**src/rtl/trap_controller_pkg.sv**
```systemverilog
// Shared trap/CSR encodings: FSM states, cause codes, funct3 codes and the
// small decode helpers used by the trap controller and the CSR file.
package trap_controller_pkg;

  typedef enum logic [2:0] {
    ST_IDLE      = 3'd0,
    ST_TRAP_SAVE = 3'd1,
    ST_TRAP_JUMP = 3'd2,
    ST_RET_JUMP  = 3'd3,
    ST_CSR_WR    = 3'd4
  } state_e;

  localparam logic [3:0] CAUSE_MIS_FETCH = 4'd0;
  localparam logic [3:0] CAUSE_ILLEGAL   = 4'd2;
  localparam logic [3:0] CAUSE_EBREAK    = 4'd3;
  localparam logic [3:0] CAUSE_MIS_LOAD  = 4'd4;
  localparam logic [3:0] CAUSE_MIS_STORE = 4'd6;
  localparam logic [3:0] CAUSE_ECALL     = 4'd8;
  localparam logic [3:0] CAUSE_CSR_WRITE = 4'd15;

  localparam logic [2:0] F3_CSRRW  = 3'b001;
  localparam logic [2:0] F3_CSRRS  = 3'b010;
  localparam logic [2:0] F3_CSRRC  = 3'b011;
  localparam logic [2:0] F3_CSRRWI = 3'b101;
  localparam logic [2:0] F3_CSRRSI = 3'b110;
  localparam logic [2:0] F3_CSRRCI = 3'b111;

  // Highest-priority exception wins when several flags arrive together.
  function automatic logic [3:0] select_cause(
    input logic mis_fetch,
    input logic illegal,
    input logic ebreak,
    input logic ecall,
    input logic mis_store,
    input logic mis_load
  );
    logic [3:0] cause;
    if (mis_fetch) begin
      cause = CAUSE_MIS_FETCH;
    end else if (illegal) begin
      cause = CAUSE_ILLEGAL;
    end else if (ebreak) begin
      cause = CAUSE_EBREAK;
    end else if (ecall) begin
      cause = CAUSE_ECALL;
    end else if (mis_store) begin
      cause = CAUSE_MIS_STORE;
    end else if (mis_load) begin
      cause = CAUSE_MIS_LOAD;
    end else begin
      cause = CAUSE_MIS_FETCH;
    end
    return cause;
  endfunction

  // Set/clear forms with a zero rs1/zimm field must not write the CSR.
  function automatic logic csr_write_suppressed(
    input logic [2:0] funct3,
    input logic [4:0] rs1_field
  );
    logic set_clear;
    case (funct3)
      F3_CSRRS, F3_CSRRC, F3_CSRRSI, F3_CSRRCI: set_clear = 1'b1;
      default:                                  set_clear = 1'b0;
    endcase
    return set_clear && (rs1_field == 5'd0);
  endfunction

endpackage

```
**src/rtl/trap_controller_if.sv**
```systemverilog
// Decode-side request bus and CSR-file/pipeline response bus of the trap
// controller; the controller uses the slave view.
interface trap_controller_if #(
  parameter int XLEN = 32
);

  logic            iValid;
  logic [XLEN-1:0] iPC;
  logic [XLEN-1:0] iInstr;
  logic            iMisFetch;
  logic            iIllegal;
  logic            iEcall;
  logic            iEbreak;
  logic            iMisLoad;
  logic            iMisStore;
  logic            iUret;
  logic            iCsrOp;
  logic [XLEN-1:0] iRs1Val;
  logic [XLEN-1:0] iCSROld;
  logic [XLEN-1:0] iUTVEC;
  logic [XLEN-1:0] iUEPC;

  logic            oCSRWrite;
  logic [XLEN-1:0] oUcause;
  logic [XLEN-1:0] oPC;
  logic [XLEN-1:0] oInstr;
  logic [XLEN-1:0] oWriteData;
  logic            oRedirect;
  logic [XLEN-1:0] oTargetPC;
  logic            oStall;
  logic            oFlush;
  logic [XLEN-1:0] oTrapCount;

  modport master (
    output iValid, iPC, iInstr, iMisFetch, iIllegal, iEcall, iEbreak,
           iMisLoad, iMisStore, iUret, iCsrOp, iRs1Val, iCSROld, iUTVEC, iUEPC,
    input  oCSRWrite, oUcause, oPC, oInstr, oWriteData, oRedirect,
           oTargetPC, oStall, oFlush, oTrapCount
  );

  modport slave (
    input  iValid, iPC, iInstr, iMisFetch, iIllegal, iEcall, iEbreak,
           iMisLoad, iMisStore, iUret, iCsrOp, iRs1Val, iCSROld, iUTVEC, iUEPC,
    output oCSRWrite, oUcause, oPC, oInstr, oWriteData, oRedirect,
           oTargetPC, oStall, oFlush, oTrapCount
  );

endinterface

```
**src/rtl/trap_controller_csr_alu.sv**
```systemverilog
// Combinational CSR write-data calculation (csr_alu): write, set or clear
// using either rs1 or the zero-extended 5-bit immediate.
module trap_controller_csr_alu
  import trap_controller_pkg::*;
#(
  parameter int XLEN = 32
) (
  input  logic [2:0]      funct3_i,
  input  logic [4:0]      zimm_i,
  input  logic [XLEN-1:0] rs1_i,
  input  logic [XLEN-1:0] old_i,
  output logic [XLEN-1:0] result_o
);

  logic [XLEN-1:0] operand_s;

  // funct3[2] selects the immediate forms; funct3[1:0] picks the operation.
  always_comb begin
    operand_s = rs1_i;
    result_o  = {XLEN{1'b0}};
    if (funct3_i[2]) begin
      operand_s = {{(XLEN-5){1'b0}}, zimm_i};
    end else begin
      operand_s = rs1_i;
    end
    case (funct3_i[1:0])
      2'b01:   result_o = operand_s;
      2'b10:   result_o = old_i | operand_s;
      2'b11:   result_o = old_i & ~operand_s;
      default: result_o = {XLEN{1'b0}};
    endcase
  end

endmodule

```
**src/rtl/trap_controller.sv**
```systemverilog
// Trap/uret/CSR-instruction sequencer: captures a decode-stage event, drives
// the CSR-file write and the PC redirect, and stalls decode while busy.
module trap_controller
  import trap_controller_pkg::*;
#(
  parameter int XLEN = 32
) (
  input  logic             iCLK,
  input  logic             iRST,
  trap_controller_if.slave bus
);

  state_e          state_q;
  logic [XLEN-1:0] pc_d, pc_q;
  logic [XLEN-1:0] instr_d, instr_q;
  logic [XLEN-1:0] rs1_d, rs1_q;
  logic [XLEN-1:0] old_d, old_q;
  logic [2:0]      funct3_d, funct3_q;

  logic            accept_s;
  logic            exc_s;
  logic [3:0]      cause_s;
  logic            suppress_s;
  logic [XLEN-1:0] alu_result_s;

  logic            csr_write_q;
  logic [XLEN-1:0] ucause_q;
  logic [XLEN-1:0] wdata_q;
  logic            redirect_q;
  logic [XLEN-1:0] target_q;
  logic            stall_q;
  logic            flush_q;
  logic [XLEN-1:0] trap_count_q;

  // Capture-register next values and event decode at the accept edge.
  always_comb begin
    accept_s = (state_q == ST_IDLE) && bus.iValid;
    exc_s    = bus.iMisFetch | bus.iIllegal | bus.iEcall |
               bus.iEbreak | bus.iMisLoad | bus.iMisStore;
    cause_s  = select_cause(bus.iMisFetch, bus.iIllegal, bus.iEbreak,
                            bus.iEcall, bus.iMisStore, bus.iMisLoad);
    if (accept_s) begin
      pc_d     = bus.iPC;
      instr_d  = bus.iInstr;
      rs1_d    = bus.iRs1Val;
      old_d    = bus.iCSROld;
      funct3_d = bus.iInstr[14:12];
    end else begin
      pc_d     = pc_q;
      instr_d  = instr_q;
      rs1_d    = rs1_q;
      old_d    = old_q;
      funct3_d = funct3_q;
    end
    suppress_s = csr_write_suppressed(funct3_d, instr_d[19:15]);
  end

  // Fed from the next-capture values so the write data is registered in
  // step with the CSR_WR state.
  trap_controller_csr_alu #(
    .XLEN (XLEN)
  ) u_csr_alu (
    .funct3_i (funct3_d),
    .zimm_i   (instr_d[19:15]),
    .rs1_i    (rs1_d),
    .old_i    (old_d),
    .result_o (alu_result_s)
  );

  // Sequencer FSM; outputs are registered alongside the state they belong to.
  always_ff @(posedge iCLK or posedge iRST) begin
    if (iRST) begin
      state_q      <= ST_IDLE;
      pc_q         <= {XLEN{1'b0}};
      instr_q      <= {XLEN{1'b0}};
      rs1_q        <= {XLEN{1'b0}};
      old_q        <= {XLEN{1'b0}};
      funct3_q     <= 3'b000;
      csr_write_q  <= 1'b0;
      ucause_q     <= {XLEN{1'b0}};
      wdata_q      <= {XLEN{1'b0}};
      redirect_q   <= 1'b0;
      target_q     <= {XLEN{1'b0}};
      stall_q      <= 1'b0;
      flush_q      <= 1'b0;
      trap_count_q <= {XLEN{1'b0}};
    end else begin
      pc_q        <= pc_d;
      instr_q     <= instr_d;
      rs1_q       <= rs1_d;
      old_q       <= old_d;
      funct3_q    <= funct3_d;
      csr_write_q <= 1'b0;
      ucause_q    <= {XLEN{1'b0}};
      wdata_q     <= {XLEN{1'b0}};
      redirect_q  <= 1'b0;
      target_q    <= {XLEN{1'b0}};
      stall_q     <= 1'b0;
      flush_q     <= 1'b0;
      case (state_q)
        ST_IDLE: begin
          if (accept_s && exc_s) begin
            state_q     <= ST_TRAP_SAVE;
            csr_write_q <= 1'b1;
            ucause_q    <= {{(XLEN-4){1'b0}}, cause_s};
            stall_q     <= 1'b1;
          end else if (accept_s && bus.iUret) begin
            state_q    <= ST_RET_JUMP;
            redirect_q <= 1'b1;
            flush_q    <= 1'b1;
            target_q   <= bus.iUEPC;
            stall_q    <= 1'b1;
          end else if (accept_s && bus.iCsrOp) begin
            state_q     <= ST_CSR_WR;
            csr_write_q <= ~suppress_s;
            ucause_q    <= {{(XLEN-4){1'b0}}, CAUSE_CSR_WRITE};
            wdata_q     <= alu_result_s;
            stall_q     <= 1'b1;
          end else begin
            state_q <= ST_IDLE;
          end
        end
        ST_TRAP_SAVE: begin
          state_q      <= ST_TRAP_JUMP;
          redirect_q   <= 1'b1;
          flush_q      <= 1'b1;
          target_q     <= bus.iUTVEC & {{(XLEN-2){1'b1}}, 2'b00};
          stall_q      <= 1'b1;
          trap_count_q <= trap_count_q + {{(XLEN-1){1'b0}}, 1'b1};
        end
        ST_TRAP_JUMP: state_q <= ST_IDLE;
        ST_RET_JUMP:  state_q <= ST_IDLE;
        ST_CSR_WR:    state_q <= ST_IDLE;
        default:      state_q <= ST_IDLE;
      endcase
    end
  end

  assign bus.oCSRWrite  = csr_write_q;
  assign bus.oUcause    = ucause_q;
  assign bus.oPC        = pc_q;
  assign bus.oInstr     = instr_q;
  assign bus.oWriteData = wdata_q;
  assign bus.oRedirect  = redirect_q;
  assign bus.oTargetPC  = target_q;
  assign bus.oStall     = stall_q;
  assign bus.oFlush     = flush_q;
  assign bus.oTrapCount = trap_count_q;

endmodule

```
**src/flat_wrapper.sv**
```systemverilog
// flat-port wrapper written by rule: the top's interface ports become plain ports
module trap_controller_flat import trap_controller_pkg::*;
#(
  parameter int XLEN = 32
)
  (iCLK, iRST, bus_iValid, bus_iPC, bus_iInstr, bus_iMisFetch, bus_iIllegal, bus_iEcall, bus_iEbreak, bus_iMisLoad, bus_iMisStore, bus_iUret, bus_iCsrOp, bus_iRs1Val, bus_iCSROld, bus_iUTVEC, bus_iUEPC, bus_oCSRWrite, bus_oUcause, bus_oPC, bus_oInstr, bus_oWriteData, bus_oRedirect, bus_oTargetPC, bus_oStall, bus_oFlush, bus_oTrapCount);
  trap_controller_if #(.XLEN(XLEN)) bus_i ();
  input  logic iCLK;
  input  logic iRST;
  input wire logic [$bits(bus_i.iValid)-1:0] bus_iValid;
  input wire logic [$bits(bus_i.iPC)-1:0] bus_iPC;
  input wire logic [$bits(bus_i.iInstr)-1:0] bus_iInstr;
  input wire logic [$bits(bus_i.iMisFetch)-1:0] bus_iMisFetch;
  input wire logic [$bits(bus_i.iIllegal)-1:0] bus_iIllegal;
  input wire logic [$bits(bus_i.iEcall)-1:0] bus_iEcall;
  input wire logic [$bits(bus_i.iEbreak)-1:0] bus_iEbreak;
  input wire logic [$bits(bus_i.iMisLoad)-1:0] bus_iMisLoad;
  input wire logic [$bits(bus_i.iMisStore)-1:0] bus_iMisStore;
  input wire logic [$bits(bus_i.iUret)-1:0] bus_iUret;
  input wire logic [$bits(bus_i.iCsrOp)-1:0] bus_iCsrOp;
  input wire logic [$bits(bus_i.iRs1Val)-1:0] bus_iRs1Val;
  input wire logic [$bits(bus_i.iCSROld)-1:0] bus_iCSROld;
  input wire logic [$bits(bus_i.iUTVEC)-1:0] bus_iUTVEC;
  input wire logic [$bits(bus_i.iUEPC)-1:0] bus_iUEPC;
  output wire logic [$bits(bus_i.oCSRWrite)-1:0] bus_oCSRWrite;
  output wire logic [$bits(bus_i.oUcause)-1:0] bus_oUcause;
  output wire logic [$bits(bus_i.oPC)-1:0] bus_oPC;
  output wire logic [$bits(bus_i.oInstr)-1:0] bus_oInstr;
  output wire logic [$bits(bus_i.oWriteData)-1:0] bus_oWriteData;
  output wire logic [$bits(bus_i.oRedirect)-1:0] bus_oRedirect;
  output wire logic [$bits(bus_i.oTargetPC)-1:0] bus_oTargetPC;
  output wire logic [$bits(bus_i.oStall)-1:0] bus_oStall;
  output wire logic [$bits(bus_i.oFlush)-1:0] bus_oFlush;
  output wire logic [$bits(bus_i.oTrapCount)-1:0] bus_oTrapCount;
  assign bus_i.iValid = bus_iValid;
  assign bus_i.iPC = bus_iPC;
  assign bus_i.iInstr = bus_iInstr;
  assign bus_i.iMisFetch = bus_iMisFetch;
  assign bus_i.iIllegal = bus_iIllegal;
  assign bus_i.iEcall = bus_iEcall;
  assign bus_i.iEbreak = bus_iEbreak;
  assign bus_i.iMisLoad = bus_iMisLoad;
  assign bus_i.iMisStore = bus_iMisStore;
  assign bus_i.iUret = bus_iUret;
  assign bus_i.iCsrOp = bus_iCsrOp;
  assign bus_i.iRs1Val = bus_iRs1Val;
  assign bus_i.iCSROld = bus_iCSROld;
  assign bus_i.iUTVEC = bus_iUTVEC;
  assign bus_i.iUEPC = bus_iUEPC;
  assign bus_oCSRWrite = bus_i.oCSRWrite;
  assign bus_oUcause = bus_i.oUcause;
  assign bus_oPC = bus_i.oPC;
  assign bus_oInstr = bus_i.oInstr;
  assign bus_oWriteData = bus_i.oWriteData;
  assign bus_oRedirect = bus_i.oRedirect;
  assign bus_oTargetPC = bus_i.oTargetPC;
  assign bus_oStall = bus_i.oStall;
  assign bus_oFlush = bus_i.oFlush;
  assign bus_oTrapCount = bus_i.oTrapCount;
  trap_controller #(.XLEN(XLEN)) u_core (.iCLK(iCLK), .iRST(iRST), .bus(bus_i));
endmodule
```
**config.mk**
```make
export PLATFORM = sky130hd
export DESIGN_NAME = trap_controller_flat
export DESIGN_NICKNAME = d
export VERILOG_FILES = /design/src/rtl/trap_controller_pkg.sv /design/src/rtl/trap_controller_if.sv /design/src/rtl/trap_controller_csr_alu.sv /design/src/rtl/trap_controller.sv /design/src/flat_wrapper.sv
export SDC_FILE = /design/constraint.sdc
export NUM_CORES = 1
export LEC_CHECK = 0
export ABC_AREA = 1
export BUFFER_PORTS_ARGS = -buffer_cell sky130_fd_sc_hd__buf_2
export CAP_MARGIN = 20
export CORE_MARGIN = 5
export CORE_UTILIZATION = 39
export DETAILED_ROUTE_END_ITERATION = 16
export MAX_ROUTING_LAYER = met4
export PLACE_DENSITY = 0.66
export RECOVER_POWER = 50
export SLEW_MARGIN = 20
export SYNTH_ARGS = -nofsm -noshare
export SYNTH_HDL_FRONTEND = slang
export SYNTH_SLANG_ARGS = --single-unit
```
**constraint.sdc**
```tcl
create_clock -name iCLK -period 10 [get_ports iCLK]
set_input_delay 0.5 -clock iCLK [delete_from_list [all_inputs] [get_ports iCLK]]
set_output_delay 0.5 -clock iCLK [all_outputs]
set_load 0.05 [all_outputs]
```
* After elaboration in Yosys (flattened, before gate mapping)
Index checks and enable logic that the tools add are counted.
Storage, ports and cells: latch bits 0, logic and storage cells 79, output and inout port bits 196, bits in writable memories 0, memories 0, flip-flop bits (word level) 265, bits in read-only memories 0, input bits 203
Operators by class: equality and inequality tests 8, reduce and logical (&&, ||, !) cells 8, multiplexer cells 39, bitwise logic cells 9, multiply operators 0, divide/modulo/power cells 0, magnitude comparators 0, $add $sub $neg 1, shift-type cells 0
Operators with widths (number):
- $mux W32 | 12
- $pmux W32 S3 | 1
- $pmux W32 S2 | 1
- $add A32 B1 Y32 const B | 1
- $and A32 B32 Y32 | 1
- $not A32 Y32 | 1
- $or A32 B32 Y32 | 1
- $mux W4 | 6
- $mux W20 | 1
- $mux W3 | 5
- $mux W1 | 10
- $eq A3 B2 Y1 const B | 2
- $eq A3 B3 Y1 const B | 2
- $pmux W3 S2 | 1
- $logic_and A1 B1 Y1 | 5
- $logic_not A5 Y1 | 1
- $or A1 B1 Y1 | 5
- $eq A2 B2 Y1 const B | 2
- $pmux W1 S2 | 2
- $reduce_or A4 Y1 | 1
- $eq A3 B1 Y1 const B | 1
- $logic_not A3 Y1 | 1
- $eq A2 B1 Y1 const B | 1
- $not A1 Y1 | 1

* Longest topological paths before layout
depth after elaboration 12, depth in mapped cells 10, gate-level depth less buffers 9

* Cells and area by module
A second synthesis with hierarchy kept.
Second synthesis, totals: cell total of the unflattened synthesis 1236, area, all modules 10327.4 µm²
Modules (own cells, without submodules):
- trap_controller | cells an instance 1098, sequential area each 5905.7 µm², instances 1, area an instance 9658.0 µm²
- trap_controller_csr_alu | cells an instance 138, sequential area each 0.0 µm², instances 1, area an instance 669.4 µm²

* Worst setup path before layout
No wires, ideal clock.
path type register to register, start point reg u_core.state_q[1], end point reg u_core.trap_count_q[20], in the netlist u_core.bus.oTrapCount[20], path buffers 1, slack 8.122 ns, arrival time 1.754 ns, cell stages (with the launch flop) 9, library setup time 0.124 ns, period minus slack after synthesis 1.878 ns, required time 9.876 ns, path through dfrtp_1 -> nor2_2 -> buf_4 -> nand2_2 -> inv_1 -> nand4_1 -> nor2_1 -> nand2_1 -> xor2_1
On the way: longest elaborated chain between the ends 1
RTL lines:
- start, declared | line trap_controller.sv:13 | state_e state_q;
- start signal, assigned | line trap_controller.sv:73 | state_q <= ST_IDLE;
- start signal, assigned | line trap_controller.sv:103 | state_q <= ST_TRAP_SAVE;
- start signal, assigned | line trap_controller.sv:108 | state_q <= ST_RET_JUMP;
- $eq A3 B1 Y1 | line trap_controller.sv:100 | case (state_q)
- end signal, assigned | line trap_controller.sv:86 | trap_count_q <= {XLEN{1'b0}};
- end signal, assigned | line trap_controller.sv:129 | trap_count_q <= trap_count_q + {{(XLEN-1){1'b0}}, 1'b1};
- end, declared | line trap_controller.sv:33 | logic [XLEN-1:0] trap_count_q;
No other way between the ends. A chain may end at the register's enable or synchronous reset.

* Worst setup path in the final report
start point reg u_core.state_q[1], end point reg u_core.wdata_q[3], in the netlist u_core.bus.oWriteData[3]
On the way: longest elaborated chain between the ends 11, elaborated cells on any way between the ends 21, those cells by class 3 x eq/ne; 10 x mux; 3 x bitwise; 5 x reduce/logical
RTL lines:
- $logic_not A3 Y1 * | line trap_controller.sv:37, trap_controller.sv:100
- $logic_and A1 B1 Y1 | line trap_controller.sv:37 | accept_s = (state_q == ST_IDLE) && bus.iValid;
- $mux W32, or another cell as far along | line trap_controller.sv:42 | if (accept_s) begin
- $mux W32 | line trap_controller_csr_alu.sv:21 | if (funct3_i[2]) begin
- $not A32 Y32 | line trap_controller_csr_alu.sv:29 | 2'b11: result_o = old_i & ~operand_s;
- $and A32 B32 Y32 | line trap_controller_csr_alu.sv:29
- $pmux W32 S3 | line trap_controller_csr_alu.sv:26 | case (funct3_i[1:0])
- $mux W32 | line trap_controller.sv:113 | end else if (accept_s && bus.iCsrOp) begin
- $mux W32 | line trap_controller.sv:107 | end else if (accept_s && bus.iUret) begin
- $mux W32 | line trap_controller.sv:102 | if (accept_s && exc_s) begin
- $mux W32 * | line trap_controller.sv:100
- end signal, assigned | line trap_controller.sv:81 | wdata_q <= {XLEN{1'b0}};
- end signal, assigned | line trap_controller.sv:95 | wdata_q <= {XLEN{1'b0}};
- end signal, assigned | line trap_controller.sv:117 | wdata_q <= alu_result_s;
- end, declared | line trap_controller.sv:28 | logic [XLEN-1:0] wdata_q;
Mark *: on every way between the ends. The rest lies on a longest branch, timed or not.

==> impl_metrics.json <==
{
  "status": "finished, violations left",
  "grtUsageTotal": 0.2137,
  "leakagePower_uw": 0.007500,
  "ys.flop_type": "dfrtp_1",
  "wl_per_cell_um": 15.57,
  "drc": 0,
  "synth_top_cell_by_area": "dfrtp_1",
  "layout_commonest_cell": "nand2_1",
  "fmax_ghz": 0.2253,
  "synth_warnings": 0,
  "start_util": 0.3978,
  "critPathLaunchType": "flop",
  "grt_pass1_wl_mm": 52.11,
  "final_nets": 1929,
  "maxCapViolCount": 2,
  "ant_nets": 0,
  "syn-cell-area_um2": 10780,
  "cts_setup_buffers": 0,
  "hp-class": "in -> reg",
  "cts_hold_buf": 0,
  "finalCritPeriodShare": 0.4439,
  "die-area_um2": 31070,
  "synth_area_leaders": "dfrtp_1, nand2_1, inv_1",
  "critPathCaptureType": "flop",
  "place_area_um2": 12800,
  "r2r_setup_slack_ns": 5.56,
  "totalWireLength_mm": 33.01,
  "synth_cells": 1381,
  "synth_top_area_share": 0.5478,
  "synth-seq-cells": 236,
  "hpwl_mm": 23.63,
  "fin_crit_ns": 4.439,
  "clk_pin_slew_ns": 0.06,
  "met2WireLength_mm": 16.01,
  "synth-edff-count": 0,
  "grt_pass1_vias": 9893,
  "dr_wl_met3_mm": 2.762,
  "placementRows": 60,
  "dp.cells": 2067,
  "async_flop_share": 1.000,
  "finalSetupViolations": 0,
  "cts-resized-gates": 0,
  "clk_latency_ns": 0.53,
  "skew_ns": 0.01272,
  "die_w_um": 176.3,
  "layoutNonFillerInstCount": 2120,
  "powerDensity_nw_per_um2": 324.4,
  "vdd_drop_max_mv": 0.1542,
  "antenna_found_initial": 4,
  "layout_common_cells": "nand2_1, dfrtp_1, buf_2, clkbuf_1, inv_1",
  "firstDrtPassIters": 5,
  "tightest_slew_ns": 4.282,
  "clockBufferDepth": 3,
  "highest_layer": "met4",
  "grt_max_degree": 95,
  "violations": "capacitance limit, slew limit",
  "fin_area_um2": 13460,
  "slew_headroom": -1.870,
  "drt_iter0_markers": 595,
  "final.setup.worst_slack_ns": 5.561,
  "cts_tree": "built",
  "gp_congestion": 0.8485,
  "h-tree-depth": 1,
  "cts_sinks": 236,
  "p_total_uw": 4367,
  "arrival_ns": 4.86,
  "drive_gt1_frac": 0.1578,
  "rsz0062_at_grt": "false",
  "required_ns": 10.42,
  "path_class": "reg -> reg",
  "cp_max_fo": 46,
  "slew_violations": 142,
  "cts_buffers": 28,
  "fill_cells": 2747,
  "hold_viol": 0,
  "clock_tree.root_cell": "clkbuf_16",
  "vias_per_cell": 4.644,
  "syn_to_final_growth_pct": 24.86,
  "yosysUniqueCellTypes": 26,
  "port_buffers": 368,
  "wl_met1_mm": 13.26,
  "synth_seq_area_share": 0.5478,
  "dieHeight_um": 176.3,
  "fp.coreArea_um2": 27100,
  "avgSynthCellArea_um2": 7.806,
  "pre_cts_slack_ns": 5.726,
  "grt-ovfl-total": 0,
  "finalSetupTns_ns": 0,
  "pin_count": 399,
  "vias": 9846
}
cells in the mapped netlist, drive strengths merged (11+ instances only):
master    n
buf      63
dfrtp   236
inv     147
nor3     12
nor2     88
nand3    73
a21oi    19
nand4    54
xor2     11
o21ai    14
nand2   622
clkbuf   28
state kept, by name, indices dropped and copies added, names as in the netlist:
name                   cells
u_core.bus.oPC            32
u_core.bus.oUcause         4
u_core.bus.oInstr         32
u_core.rs1_q              32
u_core.bus.oTrapCount     32
u_core.bus.oTargetPC      32
u_core.funct3_q            3
u_core.bus.oCSRWrite       1
u_core.old_q              32
u_core.bus.oStall          1
u_core.bus.oWriteData     32
u_core.state_q             3
power by group:
part | switching (uW) | total [uW] | leakage [uW] | internal (uW)
registers | 140 | 1410 | 0.00303 | 1270
clock network | 383 | 947 | 0.000424 | 564
logic | 1590 | 2010 | 0.00405 | 415
critical path, cell delays in order, from the launching register on:
cell      delay, ns
dfrtp_1        0.45
nor2_4         0.14
clkbuf_1       1.55
nand4_1        0.37
nand2_2        0.82
nand2_2        0.48
inv_2          0.20
nor2_4         0.11
nor2_1         0.13
nor2_1         0.06
logic make-up after synthesis:
group	after synthesis	share of synthesized area
buf+inv	238	0.09668
other cells	1	0.0003479
fa+ha+maj	1	0.001160
compound gates	34	0.01602
simple gates	852	0.3225
flops	236	0.5478
xor+xnor	19	0.01544
final cells by class:
cell class / instances / area (um2) / area share
multi-input combinational: 934 / 3951 / 0.2935
inverter: 147 / 553.0 / 0.04109
clock buffer: 43 / 828.3 / 0.06154
clock inverter: 5 / 28.78 / 0.002138
sequential: 236 / 5906 / 0.4387
timing repair buffer: 378 / 1715 / 0.1274
antenna: 5 / 12.51 / 0.0009295
tap: 372 / 465.4 / 0.03458
worst paths after layout:
path / startpoint / endpoint / cells past startpoint
setup / recovery: u_core.state_q[1] / u_core.bus.oWriteData[3] / 9
hold / removal: bus_iUTVEC[19] / u_core.bus.oTargetPC[19] / 3
setup reg to reg: u_core.state_q[1] / u_core.bus.oWriteData[3] / 9
hold reg to reg: u_core.old_q[26] / u_core.old_q[26] / 2
max in group asynchronous: iRST / u_core.old_q[16] / 3
min in group asynchronous: iRST / u_core.old_q[5] / 2
per-stage QoR:
step | util | hold slack (ns)
5_1_grt | 0.4966 | 0.1505
2_1_floorplan | - | 0.4379
4_1_cts | 0.5038 | 0.09071
3_3_place_gp | 0.4722 | 0.4524
6_report | 0.4967 | 0.1701
3_5_place_dp | 0.4722 | 0.4592
routing by layer:
layer / up-vias / GRT usage
met2: 379 / 0.3618
met1: 4542 / 0.2566
li1: 4863 / -
met3: 62 / 0.05054
met4: 0 / 0.06043
met5: - / -
Note: power is estimated with default switching activity, not from simulation.
